## src/rtl/ibex_mem_arb_pkg.sv

```systemverilog
// Shared types for the Ibex instruction/data memory arbiter.
package ibex_mem_arb_pkg;

  typedef enum logic {PRIO_INSTR, PRIO_DATA} prio_e;

  typedef enum logic [2:0] {
    OWN_NONE,
    OWN_I,
    OWN_D,
    OWN_ERR_I,
    OWN_ERR_D
  } owner_e;

  localparam int unsigned STARVE_CNT_W = 4;

  function automatic logic addr_in_range(input logic [31:0] addr,
                                         input logic [31:0] start,
                                         input logic [31:0] size);
    return (addr & ~(size - 32'd1)) == start;
  endfunction

endpackage

```

## src/rtl/ibex_mem_arbiter_if.sv

```systemverilog
// Bundle of Ibex instr/data ports and the ram_1p port seen by the arbiter.
interface ibex_mem_arbiter_if;
  logic        instr_req_i;
  logic [31:0] instr_addr_i;
  logic        instr_gnt_o;
  logic        instr_rvalid_o;
  logic [31:0] instr_rdata_o;
  logic        instr_err_o;

  logic        data_req_i;
  logic        data_we_i;
  logic [3:0]  data_be_i;
  logic [31:0] data_addr_i;
  logic [31:0] data_wdata_i;
  logic        data_gnt_o;
  logic        data_rvalid_o;
  logic [31:0] data_rdata_o;
  logic        data_err_o;

  logic        mem_req_o;
  logic        mem_we_o;
  logic [3:0]  mem_be_o;
  logic [31:0] mem_addr_o;
  logic [31:0] mem_wdata_o;
  logic        mem_rvalid_i;
  logic [31:0] mem_rdata_i;

  logic        conflict_o;

  modport slave (
    input  instr_req_i, instr_addr_i,
    output instr_gnt_o, instr_rvalid_o, instr_rdata_o, instr_err_o,
    input  data_req_i, data_we_i, data_be_i, data_addr_i, data_wdata_i,
    output data_gnt_o, data_rvalid_o, data_rdata_o, data_err_o,
    output mem_req_o, mem_we_o, mem_be_o, mem_addr_o, mem_wdata_o,
    input  mem_rvalid_i, mem_rdata_i,
    output conflict_o
  );

  modport master (
    output instr_req_i, instr_addr_i,
    input  instr_gnt_o, instr_rvalid_o, instr_rdata_o, instr_err_o,
    output data_req_i, data_we_i, data_be_i, data_addr_i, data_wdata_i,
    input  data_gnt_o, data_rvalid_o, data_rdata_o, data_err_o,
    input  mem_req_o, mem_we_o, mem_be_o, mem_addr_o, mem_wdata_o,
    output mem_rvalid_i, mem_rdata_i,
    input  conflict_o
  );
endinterface

```

## src/rtl/ibex_mem_arb_prio.sv

```systemverilog
// Priority FSM: instruction side wins by default, data side is promoted after
// STARVE_LIMIT-1 consecutive conflict losses.
module ibex_mem_arb_prio
  import ibex_mem_arb_pkg::*;
#(
  parameter int unsigned STARVE_LIMIT = 4
) (
  input  logic clk_sys,
  input  logic rst_sys_n,
  input  logic instr_req_i,
  input  logic data_req_i,
  input  logic data_gnt_i,
  output logic sel_data_o
);

  localparam logic [STARVE_CNT_W-1:0] CNT_LAST = STARVE_CNT_W'(STARVE_LIMIT - 1);

  prio_e                   prio_q, prio_d;
  logic [STARVE_CNT_W-1:0] cnt_q, cnt_d;

  always_ff @(posedge clk_sys or negedge rst_sys_n) begin
    if (!rst_sys_n) begin
      prio_q <= PRIO_INSTR;
      cnt_q  <= '0;
    end else begin
      prio_q <= prio_d;
      cnt_q  <= cnt_d;
    end
  end

  always_comb begin
    prio_d     = prio_q;
    cnt_d      = cnt_q;
    sel_data_o = data_req_i & ((prio_q == PRIO_DATA) | ~instr_req_i);
    if (data_gnt_i) begin
      prio_d = PRIO_INSTR;
      cnt_d  = '0;
    end else if (instr_req_i & data_req_i) begin
      // data only loses in PRIO_INSTR, so the counter never passes CNT_LAST
      cnt_d = cnt_q + 1'b1;
      if (cnt_d >= CNT_LAST) prio_d = PRIO_DATA;
    end
  end

endmodule

```

## src/rtl/ibex_mem_arbiter.sv

```systemverilog
// Shares one ram_1p between the Ibex instr and data ports with same-cycle grant.
// IBEX_MEM_ARB_ERR_RESP_EN: flag out-of-range accesses with err_o on the response.
module ibex_mem_arbiter
  import ibex_mem_arb_pkg::*;
#(
  parameter int unsigned STARVE_LIMIT = 4,
  parameter int unsigned MEM_SIZE     = 65536,
  parameter logic [31:0] MEM_START    = 32'h0000_0000
) (
  input  logic              clk_sys,
  input  logic              rst_sys_n,
  ibex_mem_arbiter_if.slave bus
);

`ifdef IBEX_MEM_ARB_ERR_RESP_EN
  localparam logic ERR_EN = 1'b1;
`else
  localparam logic ERR_EN = 1'b0;
`endif

  logic        sel_data;
  logic        instr_gnt, data_gnt;
  logic [31:0] win_addr;
  logic        win_ok;
  owner_e      owner_q, owner_d;
  logic        we_q, we_d;

  logic        mem_req, mem_we;
  logic [3:0]  mem_be;
  logic [31:0] mem_addr, mem_wdata;
  logic        i_rvalid, d_rvalid, i_err, d_err;
  logic [31:0] i_rdata, d_rdata;

  ibex_mem_arb_prio #(.STARVE_LIMIT(STARVE_LIMIT)) u_prio (
    .clk_sys     (clk_sys),
    .rst_sys_n   (rst_sys_n),
    .instr_req_i (bus.instr_req_i),
    .data_req_i  (bus.data_req_i),
    .data_gnt_i  (data_gnt),
    .sel_data_o  (sel_data)
  );

  always_comb begin
    instr_gnt = bus.instr_req_i & ~sel_data;
    data_gnt  = bus.data_req_i & sel_data;
    win_addr  = sel_data ? bus.data_addr_i : bus.instr_addr_i;
    win_ok    = addr_in_range(win_addr, MEM_START, 32'(MEM_SIZE));

    mem_req   = 1'b0;
    mem_we    = 1'b0;
    mem_be    = '0;
    mem_addr  = '0;
    mem_wdata = '0;
    owner_d   = OWN_NONE;
    we_d      = 1'b0;

    if (instr_gnt) begin
      owner_d = win_ok ? OWN_I : OWN_ERR_I;
      if (win_ok) begin
        mem_req  = 1'b1;
        mem_be   = 4'hF;
        mem_addr = bus.instr_addr_i;
      end
    end else if (data_gnt) begin
      owner_d = win_ok ? OWN_D : OWN_ERR_D;
      we_d    = bus.data_we_i;
      if (win_ok) begin
        mem_req   = 1'b1;
        mem_we    = bus.data_we_i;
        mem_be    = bus.data_be_i;
        mem_addr  = bus.data_addr_i;
        mem_wdata = bus.data_wdata_i;
      end
    end
  end

  // async reset drops any in-flight response along with the owner
  always_ff @(posedge clk_sys or negedge rst_sys_n) begin
    if (!rst_sys_n) begin
      owner_q <= OWN_NONE;
      we_q    <= 1'b0;
    end else begin
      owner_q <= owner_d;
      we_q    <= we_d;
    end
  end

  always_comb begin
    i_rvalid = 1'b0;
    i_rdata  = '0;
    i_err    = 1'b0;
    d_rvalid = 1'b0;
    d_rdata  = '0;
    d_err    = 1'b0;
    case (owner_q)
      OWN_I: begin
        i_rvalid = bus.mem_rvalid_i;
        i_rdata  = bus.mem_rdata_i;
      end
      OWN_D: begin
        d_rvalid = bus.mem_rvalid_i;
        d_rdata  = we_q ? 32'h0 : bus.mem_rdata_i;
      end
      OWN_ERR_I: begin
        i_rvalid = 1'b1;
        i_err    = ERR_EN;
      end
      OWN_ERR_D: begin
        d_rvalid = 1'b1;
        d_err    = ERR_EN;
      end
      default: ;
    endcase
  end

  assign bus.instr_gnt_o    = instr_gnt;
  assign bus.instr_rvalid_o = i_rvalid;
  assign bus.instr_rdata_o  = i_rdata;
  assign bus.instr_err_o    = i_err;
  assign bus.data_gnt_o     = data_gnt;
  assign bus.data_rvalid_o  = d_rvalid;
  assign bus.data_rdata_o   = d_rdata;
  assign bus.data_err_o     = d_err;
  assign bus.mem_req_o      = mem_req;
  assign bus.mem_we_o       = mem_we;
  assign bus.mem_be_o       = mem_be;
  assign bus.mem_addr_o     = mem_addr;
  assign bus.mem_wdata_o    = mem_wdata;
  assign bus.conflict_o     = bus.instr_req_i & bus.data_req_i;

  // RAM responses are only expected for requests actually forwarded last cycle
  a_no_stray_rvalid: assert property (@(posedge clk_sys) disable iff (!rst_sys_n)
    bus.mem_rvalid_i |-> (owner_q == OWN_I || owner_q == OWN_D))
    else $error("mem_rvalid_i without an outstanding RAM request");

endmodule
```

## src/flat_wrapper.sv

```systemverilog
// flat-port wrapper written by rule: the top's interface ports become plain ports
module ibex_mem_arbiter_flat import ibex_mem_arb_pkg::*;
#(
  parameter int unsigned STARVE_LIMIT = 4,
  parameter int unsigned MEM_SIZE     = 65536,
  parameter logic [31:0] MEM_START    = 32'h0000_0000
)
  (clk_sys, rst_sys_n, bus_instr_req_i, bus_instr_addr_i, bus_instr_gnt_o, bus_instr_rvalid_o, bus_instr_rdata_o, bus_instr_err_o, bus_data_req_i, bus_data_we_i, bus_data_be_i, bus_data_addr_i, bus_data_wdata_i, bus_data_gnt_o, bus_data_rvalid_o, bus_data_rdata_o, bus_data_err_o, bus_mem_req_o, bus_mem_we_o, bus_mem_be_o, bus_mem_addr_o, bus_mem_wdata_o, bus_mem_rvalid_i, bus_mem_rdata_i, bus_conflict_o);
  ibex_mem_arbiter_if bus_i ();
  input  logic clk_sys;
  input  logic rst_sys_n;
  input wire logic [$bits(bus_i.instr_req_i)-1:0] bus_instr_req_i;
  input wire logic [$bits(bus_i.instr_addr_i)-1:0] bus_instr_addr_i;
  output wire logic [$bits(bus_i.instr_gnt_o)-1:0] bus_instr_gnt_o;
  output wire logic [$bits(bus_i.instr_rvalid_o)-1:0] bus_instr_rvalid_o;
  output wire logic [$bits(bus_i.instr_rdata_o)-1:0] bus_instr_rdata_o;
  output wire logic [$bits(bus_i.instr_err_o)-1:0] bus_instr_err_o;
  input wire logic [$bits(bus_i.data_req_i)-1:0] bus_data_req_i;
  input wire logic [$bits(bus_i.data_we_i)-1:0] bus_data_we_i;
  input wire logic [$bits(bus_i.data_be_i)-1:0] bus_data_be_i;
  input wire logic [$bits(bus_i.data_addr_i)-1:0] bus_data_addr_i;
  input wire logic [$bits(bus_i.data_wdata_i)-1:0] bus_data_wdata_i;
  output wire logic [$bits(bus_i.data_gnt_o)-1:0] bus_data_gnt_o;
  output wire logic [$bits(bus_i.data_rvalid_o)-1:0] bus_data_rvalid_o;
  output wire logic [$bits(bus_i.data_rdata_o)-1:0] bus_data_rdata_o;
  output wire logic [$bits(bus_i.data_err_o)-1:0] bus_data_err_o;
  output wire logic [$bits(bus_i.mem_req_o)-1:0] bus_mem_req_o;
  output wire logic [$bits(bus_i.mem_we_o)-1:0] bus_mem_we_o;
  output wire logic [$bits(bus_i.mem_be_o)-1:0] bus_mem_be_o;
  output wire logic [$bits(bus_i.mem_addr_o)-1:0] bus_mem_addr_o;
  output wire logic [$bits(bus_i.mem_wdata_o)-1:0] bus_mem_wdata_o;
  input wire logic [$bits(bus_i.mem_rvalid_i)-1:0] bus_mem_rvalid_i;
  input wire logic [$bits(bus_i.mem_rdata_i)-1:0] bus_mem_rdata_i;
  output wire logic [$bits(bus_i.conflict_o)-1:0] bus_conflict_o;
  assign bus_i.instr_req_i = bus_instr_req_i;
  assign bus_i.instr_addr_i = bus_instr_addr_i;
  assign bus_instr_gnt_o = bus_i.instr_gnt_o;
  assign bus_instr_rvalid_o = bus_i.instr_rvalid_o;
  assign bus_instr_rdata_o = bus_i.instr_rdata_o;
  assign bus_instr_err_o = bus_i.instr_err_o;
  assign bus_i.data_req_i = bus_data_req_i;
  assign bus_i.data_we_i = bus_data_we_i;
  assign bus_i.data_be_i = bus_data_be_i;
  assign bus_i.data_addr_i = bus_data_addr_i;
  assign bus_i.data_wdata_i = bus_data_wdata_i;
  assign bus_data_gnt_o = bus_i.data_gnt_o;
  assign bus_data_rvalid_o = bus_i.data_rvalid_o;
  assign bus_data_rdata_o = bus_i.data_rdata_o;
  assign bus_data_err_o = bus_i.data_err_o;
  assign bus_mem_req_o = bus_i.mem_req_o;
  assign bus_mem_we_o = bus_i.mem_we_o;
  assign bus_mem_be_o = bus_i.mem_be_o;
  assign bus_mem_addr_o = bus_i.mem_addr_o;
  assign bus_mem_wdata_o = bus_i.mem_wdata_o;
  assign bus_i.mem_rvalid_i = bus_mem_rvalid_i;
  assign bus_i.mem_rdata_i = bus_mem_rdata_i;
  assign bus_conflict_o = bus_i.conflict_o;
  ibex_mem_arbiter #(.STARVE_LIMIT(STARVE_LIMIT), .MEM_SIZE(MEM_SIZE), .MEM_START(MEM_START)) u_core (.clk_sys(clk_sys), .rst_sys_n(rst_sys_n), .bus(bus_i));
endmodule
```

## config.mk

```make
export PLATFORM = sky130hd
export DESIGN_NAME = ibex_mem_arbiter_flat
export DESIGN_NICKNAME = d
export VERILOG_FILES = /design/src/rtl/ibex_mem_arb_pkg.sv /design/src/rtl/ibex_mem_arbiter_if.sv /design/src/rtl/ibex_mem_arb_prio.sv /design/src/rtl/ibex_mem_arbiter.sv /design/src/flat_wrapper.sv
export SDC_FILE = /design/constraint.sdc
export NUM_CORES = 1
export LEC_CHECK = 0
export BUFFER_PORTS_ARGS = -buffer_cell sky130_fd_sc_hd__buf_2
export CORE_AREA = 4 4 106 108
export CTS_BUF_LIST = sky130_fd_sc_hd__clkbuf_4 sky130_fd_sc_hd__clkbuf_8
export DETAILED_ROUTE_END_ITERATION = 10
export DIE_AREA = 0 0 110 112
export PLACE_DENSITY_LB_ADDON = 0.12
export SLEW_MARGIN = 20
export SYNTH_ARGS = -nofsm -noshare
export SYNTH_HDL_FRONTEND = slang
export SYNTH_SLANG_ARGS = --single-unit
```

## constraint.sdc

```tcl
create_clock -name clk_sys -period 2.5 [get_ports clk_sys]
set_clock_uncertainty 0.15 [all_clocks]
set_input_delay 0.25 -clock clk_sys [delete_from_list [all_inputs] [get_ports clk_sys]]
set_output_delay 0.25 -clock clk_sys [all_outputs]
set_load 0.01 [all_outputs]
```

==> out/summary.txt, run 1 <==
======================================================================================================
Smallest setup slack after layout                                                             0.266 ns
Final max-slew violation count                                                                       0
Number of sinks on the clock net                                                                     9
Leak                                                                                           1.93 nW
IO Count                                                                                           279
Total wire length                                                                              8300 µm
Post-CTS setup buffer count                                                                          0
Async set or reset register ratio after synthesis                                                 100%
Prevailing post-synth register cell                                                            dfrtp_1
Post-synth top area share                                                                        38.5%
Antenna violations before repair                                                                     0
Setup slack at placement                                                                      0.288 ns
Core area                                                                                    10200 µm²
CTS HTree Levels                                                                                     1
Final hold viol count                                                                                0
Die Y                                                                                           112 µm
Root Buffer Master                                                                            clkbuf_8
Instance count along the most critical hold path                                                     2
Xor/xnor share of the synthesized area                                                          0.550%
Setup Total Neg Slack                                                                             0 ns
Clock latency on the worst-skew pair                                                           0.23 ns
ANT cells                                                                                            0
Final setup fails                                                                                    0
Antenna violation net count after detailed routing                                                   0
Final critical delay including setup and external delays                                       2.23 ns
Dominant combinational cell family by area after synthesis                                simple AND/OR/NAND/NOR gates
Arrival time at the worst endpoint                                                             1.83 ns
Register area share after synthesis                                                              14.2%
Global-route usage over all layers                                                               12.1%
Number of filler cells placed in the layout                                                       1182
HP Class                                                                                  primary input to flop
Maximum count of clock buffers along a single path                                                   2
Total standard cell area after synthesis                                                      1590 µm²
Average footprint of a synthesized cell                                                       7.40 µm²
Die ar.                                                                                      12300 µm²
Largest net degree at the start of global routing                                                   43
Core utilization of the finished layout                                                          29.7%
Synthesized instance count                                                                         215
Number of remaining DRC errors                                                                       0
Global-route wire length before repair                                                        11900 µm
Post-DR vias/cell                                                                                 4.09
Share of the clock period used by the worst path                                                 89.3%
Number of enable flip-flop cells after synthesis                                                     0
Highest clock frequency the design can meet                                                  0.448 GHz
Share of post-route cells with drive strength above 1                                            58.8%
Number of resized instances in the post-cts repair step                                              0
Areal power density over the cells                                                          245 nW/µm²
Post-synthesis adder-cell area fraction                                                          1.57%
Unrepaired setup endpoints after global routing                                                  false
Count of warnings emitted by yosys                                                                   0
Die Width                                                                                       110 µm
# Max-Cap Violations                                                                                 0
Sum of net half-perimeters after detailed placement                                            7380 µm
Run status                                                                                complete, no violations
Simple-gate share of the synthesized area                                                        50.9%
Router iterations before antenna repair                                                              4
Total via count after detailed routing                                                            2480
Largest vdd supply drop                                                                       0.119 mV
Crit path capture type                                                                      output pin
Critical path fanouts, max                                                                          42
Number of global-route vias before repair                                                         2312
Clock tree from TritonCTS                                                                        built
Register area                                                                                  225 µm²
Synthesized flop and latch total                                                                     9
Synthesized-area fraction occupied by ao, oa, aoi and oai cells                                  15.0%
Total grt overflow                                                                                   0
Clock transition at the register clock pins on the worst setup and hold paths after CTS        0.05 ns
Count of nets after finishing                                                                      612
Initial Utilization                                                                              15.6%
Worst reg2reg path depth                                                                             5
Required time worst endpoint                                                                   2.10 ns
Routed wirelength normalized by instance count                                                 13.7 µm
Placer's final routability congestion estimate                                                   0.808
Rows                                                                                                37
Most area-hungry cell type in the Yosys netlist                                                 and2_1
Classification of the worst setup path                                                    flop to output pin
DRT iter0 DRCs                                                                                      71
Area of the multi-input gates                                                                 1200 µm²
Synth cell types                                                                                    30
Most area-consuming cells after synthesis                                                 and2_1 (39%), dfrtp_1 (14%), a32o_1 (10%)
Synth-to-Final Area Change                                                                       90.9%
Input/output buffers                                                                               260
TritonCTS Buffers                                                                                    3
Critical path startpoint category                                                                 flop
Mux cell area share after synthesis                                                              2.04%
======================================================================================================
per-layer routing:
metal | vias up | global-route usage [%] | part of all wire [%]
met4 | 0 | 1.25 | 0.37
met5 | - | 0 | 0
met3 | 5 | 2.96 | 13
li1 | 1204 | - | -
met2 | 176 | 24.8 | 53
met1 | 1095 | 12.2 | 33
sequential cells by signal, indices dropped and copies added (netlist names):
register and flops:
u_core.we_q 1, u_core.owner_q 3, u_core.u_prio.prio_q 1, u_core.u_prio.cnt_q 4
worst max-delay path, stage by stage (launching register included):
cell and delay [ns]:
dfrtp_1 0.35, nand2b_1 0.21, nand2_1 0.16, nor4_4 0.37, buf_12 0.22, a32o_1 0.15, buf_2 0.13
final cells by class:
| class | count | share of cell area, % |
|---|---|---|
| Timing Repair Buffer | 269 | 45.6 |
| Multi-Input combinational cell | 185 | 39.4 |
| Sequential cell | 9 | 7.41 |
| Tap cell | 136 | 5.60 |
| Clock buffer | 3 | 1.36 |
| Inverter | 4 | 0.494 |
| Clock inverter | 1 | 0.165 |
Yosys cell counts (2+ instances only):
cell       n
buf_4     19
buf_2      3
nor2_1     7
and3_1     2
dfrtp_1    9
buf_6      4
nand2b_1   4
or4_1      2
nand2_1    8
and2_1    98
ha_1       2
clkbuf_1   8
nor4_1     7
mux2_2     2
o22a_1     4
a32o_1    16
o21ai_0    4
inv_1      4
through the flow:
step | cell area (µm²) | hold slack, ns | cells | total power [W]
global placement | 2980 | -0.0347 | 602 | 0.000577
floorplan | 1660 | -0.196 | 232 | 0.000381
finish | 3040 | 0.149 | 607 | 0.000744
CTS | 3040 | 0.154 | 607 | 0.000759
global route | 3040 | 0.167 | 607 | 0.000813
detailed placement | 2980 | -0.0342 | 602 | 0.000579
final timing paths:
| check | startpoint | to | slack (ns) |
|---|---|---|---|
| max | u_core.u_prio.prio_q | bus_mem_addr_o[12] | 0.27 |
| min | bus_data_we_i | u_core.we_q | 0.15 |
| max reg2reg | u_core.u_prio.prio_q | u_core.owner_q[2] | 0.85 |
| min reg2reg | u_core.u_prio.cnt_q[3] | u_core.u_prio.cnt_q[3] | 0.40 |
| max in group asynchronous | rst_sys_n | u_core.we_q | 1.77 |
| min in group asynchronous | rst_sys_n | u_core.u_prio.cnt_q[3] | 0.25 |
timing repair:
action | in CTS | in global routing
hold endpoints to repair | 9 | 0
setup endpoints to repair | 0 | 0
hold buffers | 1 | 0
cell families after synthesis:
family / Yosys count
XOR/XNOR: 1
AND/OR/NAND/NOR: 134
multiplexers: 3
other: 1
flip-flops: 9
buffers and inverters: 38
adder cells (fa/ha/maj): 2
AO/OA/AOI/OAI: 27
cells in the final DEF, fill, tap and decap left out, types with 2 or more instances in the layout:
| cell type | n |
|---|---|
| a32o_1 | 16 |
| and2_1 | 98 |
| and3_1 | 2 |
| buf_2 | 260 |
| buf_4 | 7 |
| clkbuf_8 | 3 |
| conb_1 | 18 |
| dfrtp_1 | 9 |
| ha_1 | 2 |
| inv_1 | 4 |
| mux2_2 | 2 |
| nand2_1 | 8 |
| nand2b_1 | 4 |
| nor2_1 | 7 |
| nor4_1 | 7 |
| o21ai_0 | 4 |
| o22a_1 | 4 |
| or4_1 | 2 |
where the power goes:
part | switching [W] | total, W | internal, W | leakage [nW]
clock | 0.0000622 | 0.000171 | 0.000109 | 0.0255
sequential | 0.0000230 | 0.000188 | 0.000165 | 0.117
combinational | 0.000194 | 0.000385 | 0.000191 | 1.79
No activity file was read; power rests on OpenSTA's default activity.
==> run 2, diff against run 1 <==
--- a/config.mk
+++ b/config.mk
@@ -11,6 +11,7 @@
 export DETAILED_ROUTE_END_ITERATION = 10
 export DIE_AREA = 0 0 110 112
 export PLACE_DENSITY_LB_ADDON = 0.12
+export RECOVER_POWER = 100
 export SLEW_MARGIN = 20
 export SYNTH_ARGS = -nofsm -noshare
 export SYNTH_HDL_FRONTEND = slang
==> run 2 against run 1 <==
Effect of this change: critical path depth unchanged; utilization decreased by 1.2 points; critical path type unchanged; cell area decreased by 4.0%; sequential share of layout area increased by 0.31 points; global-route usage unchanged; largest power group unchanged; highest routed layer unchanged; worst setup slack got worse by 0.053 ns; clock-buffer cell count unchanged; largest cell class unchanged.
==> out/summary.txt, run 2 (same netlist as run 1, synthesis figures left out) <==
======================================================================================================
Largest register FFs                                                                                 4   unchanged
Setup Total Neg Slack                                                                             0 ns   unchanged
Post-DR vias/cell                                                                                 4.07   was 4.09
Max-slew headroom at the worst pin                                                               65.3%
Global-route wire length before repair                                                        11900 µm   unchanged
Root Buffer Master                                                                            clkbuf_8   unchanged
Initial Utilization                                                                              15.6%   unchanged
Crit path capture type                                                                      output pin   unchanged
HP Class                                                                                  primary input to flop   unchanged
Die ar.                                                                                      12300 µm²   unchanged
Worst Hold Path EP                                                                         u_core.we_q   unchanged
Register ranked first by flip-flop count                                                  u_core.u_prio.cnt_q   unchanged
Top library cells by usage in the layout, fill and taps aside                             buf_2 (175), clkbuf_1 (84), and2_1 (69), and2_0 (29), conb_1 (18)   was buf_2 (260), and2_1 (98), conb_1 (18), a32o_1 (16), dfrtp_1 (9)
Required time worst endpoint                                                                   2.10 ns   about the same
Classification of the worst setup path                                                    flop to output pin   unchanged
Leak                                                                                           1.55 nW   was 1.93 nW
Final setup fails                                                                                    0   unchanged
Instance count along the most critical hold path                                                     2   unchanged
Global-route usage over all layers                                                               12.1%   unchanged
Count of nets after finishing                                                                      612   unchanged
Critical path fanouts, max                                                                          42   unchanged
Final critical delay including setup and external delays                                       2.29 ns   was 2.23 ns
Placer's final routability congestion estimate                                                   0.808   unchanged
Total wire length                                                                              8410 µm   was 8300 µm
Die Y                                                                                           112 µm   unchanged
Die Width                                                                                       110 µm   unchanged
Largest net degree at the start of global routing                                                   43   unchanged
Most common cell after layout, fill and taps aside                                               buf_2   unchanged
Sum of net half-perimeters after detailed placement                                            7380 µm   unchanged
Slew at the pin with the worst max-slew slack                                                 0.520 ns
Rows                                                                                                37   unchanged
Pwr Total                                                                                   0.000726 W   was 0.000744 W
Regs by FF count                                                                          u_core.u_prio.cnt_q (4), u_core.owner_q (3)   unchanged
Arrival time at the worst endpoint                                                             1.89 ns   was 1.83 ns
Synth-to-Final Area Change                                                                       83.3%   was 90.9%
Clock latency on the worst-skew pair                                                           0.23 ns   about the same
Crit Reg-Reg Startpoint                                                                   u_core.u_prio.prio_q   unchanged
Clock transition at the register clock pins on the worst setup and hold paths after CTS        0.05 ns   about the same
TritonCTS Buffers                                                                                    3   unchanged
Share of post-route cells with drive strength above 1                                            40.8%   was 58.8%
Clock tree from TritonCTS                                                                        built   unchanged
ANT cells                                                                                            0   unchanged
Total grt overflow                                                                                   0   unchanged
CTS HTree Levels                                                                                     1   unchanged
Largest vdd supply drop                                                                       0.119 mV   about the same
DRT iter0 DRCs                                                                                      99   was 71
Capture instance of the worst register-to-register path                                   u_core.owner_q[1]   was u_core.owner_q[2]
Highest clock frequency the design can meet                                                  0.437 GHz   was 0.448 GHz
Post-CTS setup buffer count                                                                          0   unchanged
Setup slack at placement                                                                      0.288 ns   unchanged
Core area                                                                                    10200 µm²   unchanged
Smallest setup slack after layout                                                             0.214 ns   was 0.266 ns
Run status                                                                                complete, no violations   unchanged
Worst reg2reg path depth                                                                             6   was 5
Core utilization of the finished layout                                                          28.5%   was 29.7%
Final max-slew violation count                                                                       0   unchanged
Router iterations before antenna repair                                                              4   unchanged
Areal power density over the cells                                                          249 nW/µm²   was 245 nW/µm²
Antenna violation net count after detailed routing                                                   0   unchanged
Number of global-route vias before repair                                                         2312   unchanged
# Max-Cap Violations                                                                                 0   unchanged
Total via count after detailed routing                                                            2471   was 2480
Number of sinks on the clock net                                                                     9   unchanged
Slack of the worst reg-to-reg path                                                             0.73 ns   was 0.85 ns
Final hold viol count                                                                                0   unchanged
Critical path startpoint category                                                                 flop   unchanged
Share of the clock period used by the worst path                                                 91.4%   was 89.3%
Input/output buffers                                                                               260   unchanged
Antenna violations before repair                                                                     0   unchanged
Maximum count of clock buffers along a single path                                                   2   unchanged
IO Count                                                                                           279   unchanged
Number of remaining DRC errors                                                                       0   unchanged
Unrepaired setup endpoints after global routing                                                  false   unchanged
Routed wirelength normalized by instance count                                                 13.9 µm   was 13.7 µm
Worst Hold Launch                                                                         bus_data_we_i   unchanged
======================================================================================================
[run 2: cell types whose count changed in the layout (fill, tap and decap cells not counted), sizes merged]
cell	previous run	this run
buf	268	179
clkbuf	3	92
[run 2: how the worst max path moves through the flow]
stage / startpoint / endpoint / slack (ns) / depth (start not counted)
2_1_floorplan: bus_data_addr_i[16] / bus_mem_addr_o[10] / 0.55 / 5
4_1_cts: u_core.u_prio.prio_q / bus_mem_we_o / 0.21 / 6
3_5_place_dp: bus_data_addr_i[16] / bus_mem_we_o / 0.29 / 6
5_1_grt: u_core.u_prio.prio_q / bus_mem_addr_o[13] / 0.04 / 6
6_report: u_core.u_prio.prio_q / bus_mem_addr_o[5] / 0.21 / 6
3_3_place_gp: bus_data_addr_i[16] / bus_mem_we_o / 0.29 / 6
[run 2: critical path, stage by stage, from the launching register on]
cell and delay (ns):
dfrtp_1 0.34, nand2b_1 0.20, nand2_1 0.16, nor4_4 0.38, buf_12 0.23, a32o_1 0.15
clkbuf_1 0.19
[run 2: report_power, final]
part | internal [W] | switching (W)
clock network | 0.000109 | 0.0000620
registers | 0.000165 | 0.0000214
logic | 0.000172 | 0.000197
total | 0.000446 | 0.000280
[run 2: layout make-up]
type | count | area [µm²]
Timing Repair Buffer | 269 | 1270
Inverter | 4 | 15.0
Clock inverter | 1 | 5.00
Multi-Input combinational cell | 185 | 1190
Sequential cell | 9 | 225
Clock buffer | 3 | 41.3
Tap cell | 136 | 170
Fill cell | 1211 | 7310
[run 2: what timing repair did]
action	in CTS	in global routing
hold buffers	1	0
endpoints found under the hold margin	9	0
resized for setup	0	0
[run 2: through the flow]
stage	hold slack, ns	cells	cell area, µm²
2_1_floorplan	-0.196	232	1660
3_3_place_gp	-0.0347	602	2980
3_5_place_dp	-0.0342	602	2980
4_1_cts	0.154	607	3040
5_1_grt	0.167	607	2920
6_report	0.149	607	2920
[run 2: layer usage]
| layer | track usage, % | part of all wire, % |
|---|---|---|
| met1 | 12.2 | 33 |
| met3 | 2.96 | 13 |
| met2 | 24.8 | 53 |
| met5 | 0 | 0 |
| met4 | 1.25 | 0.37 |
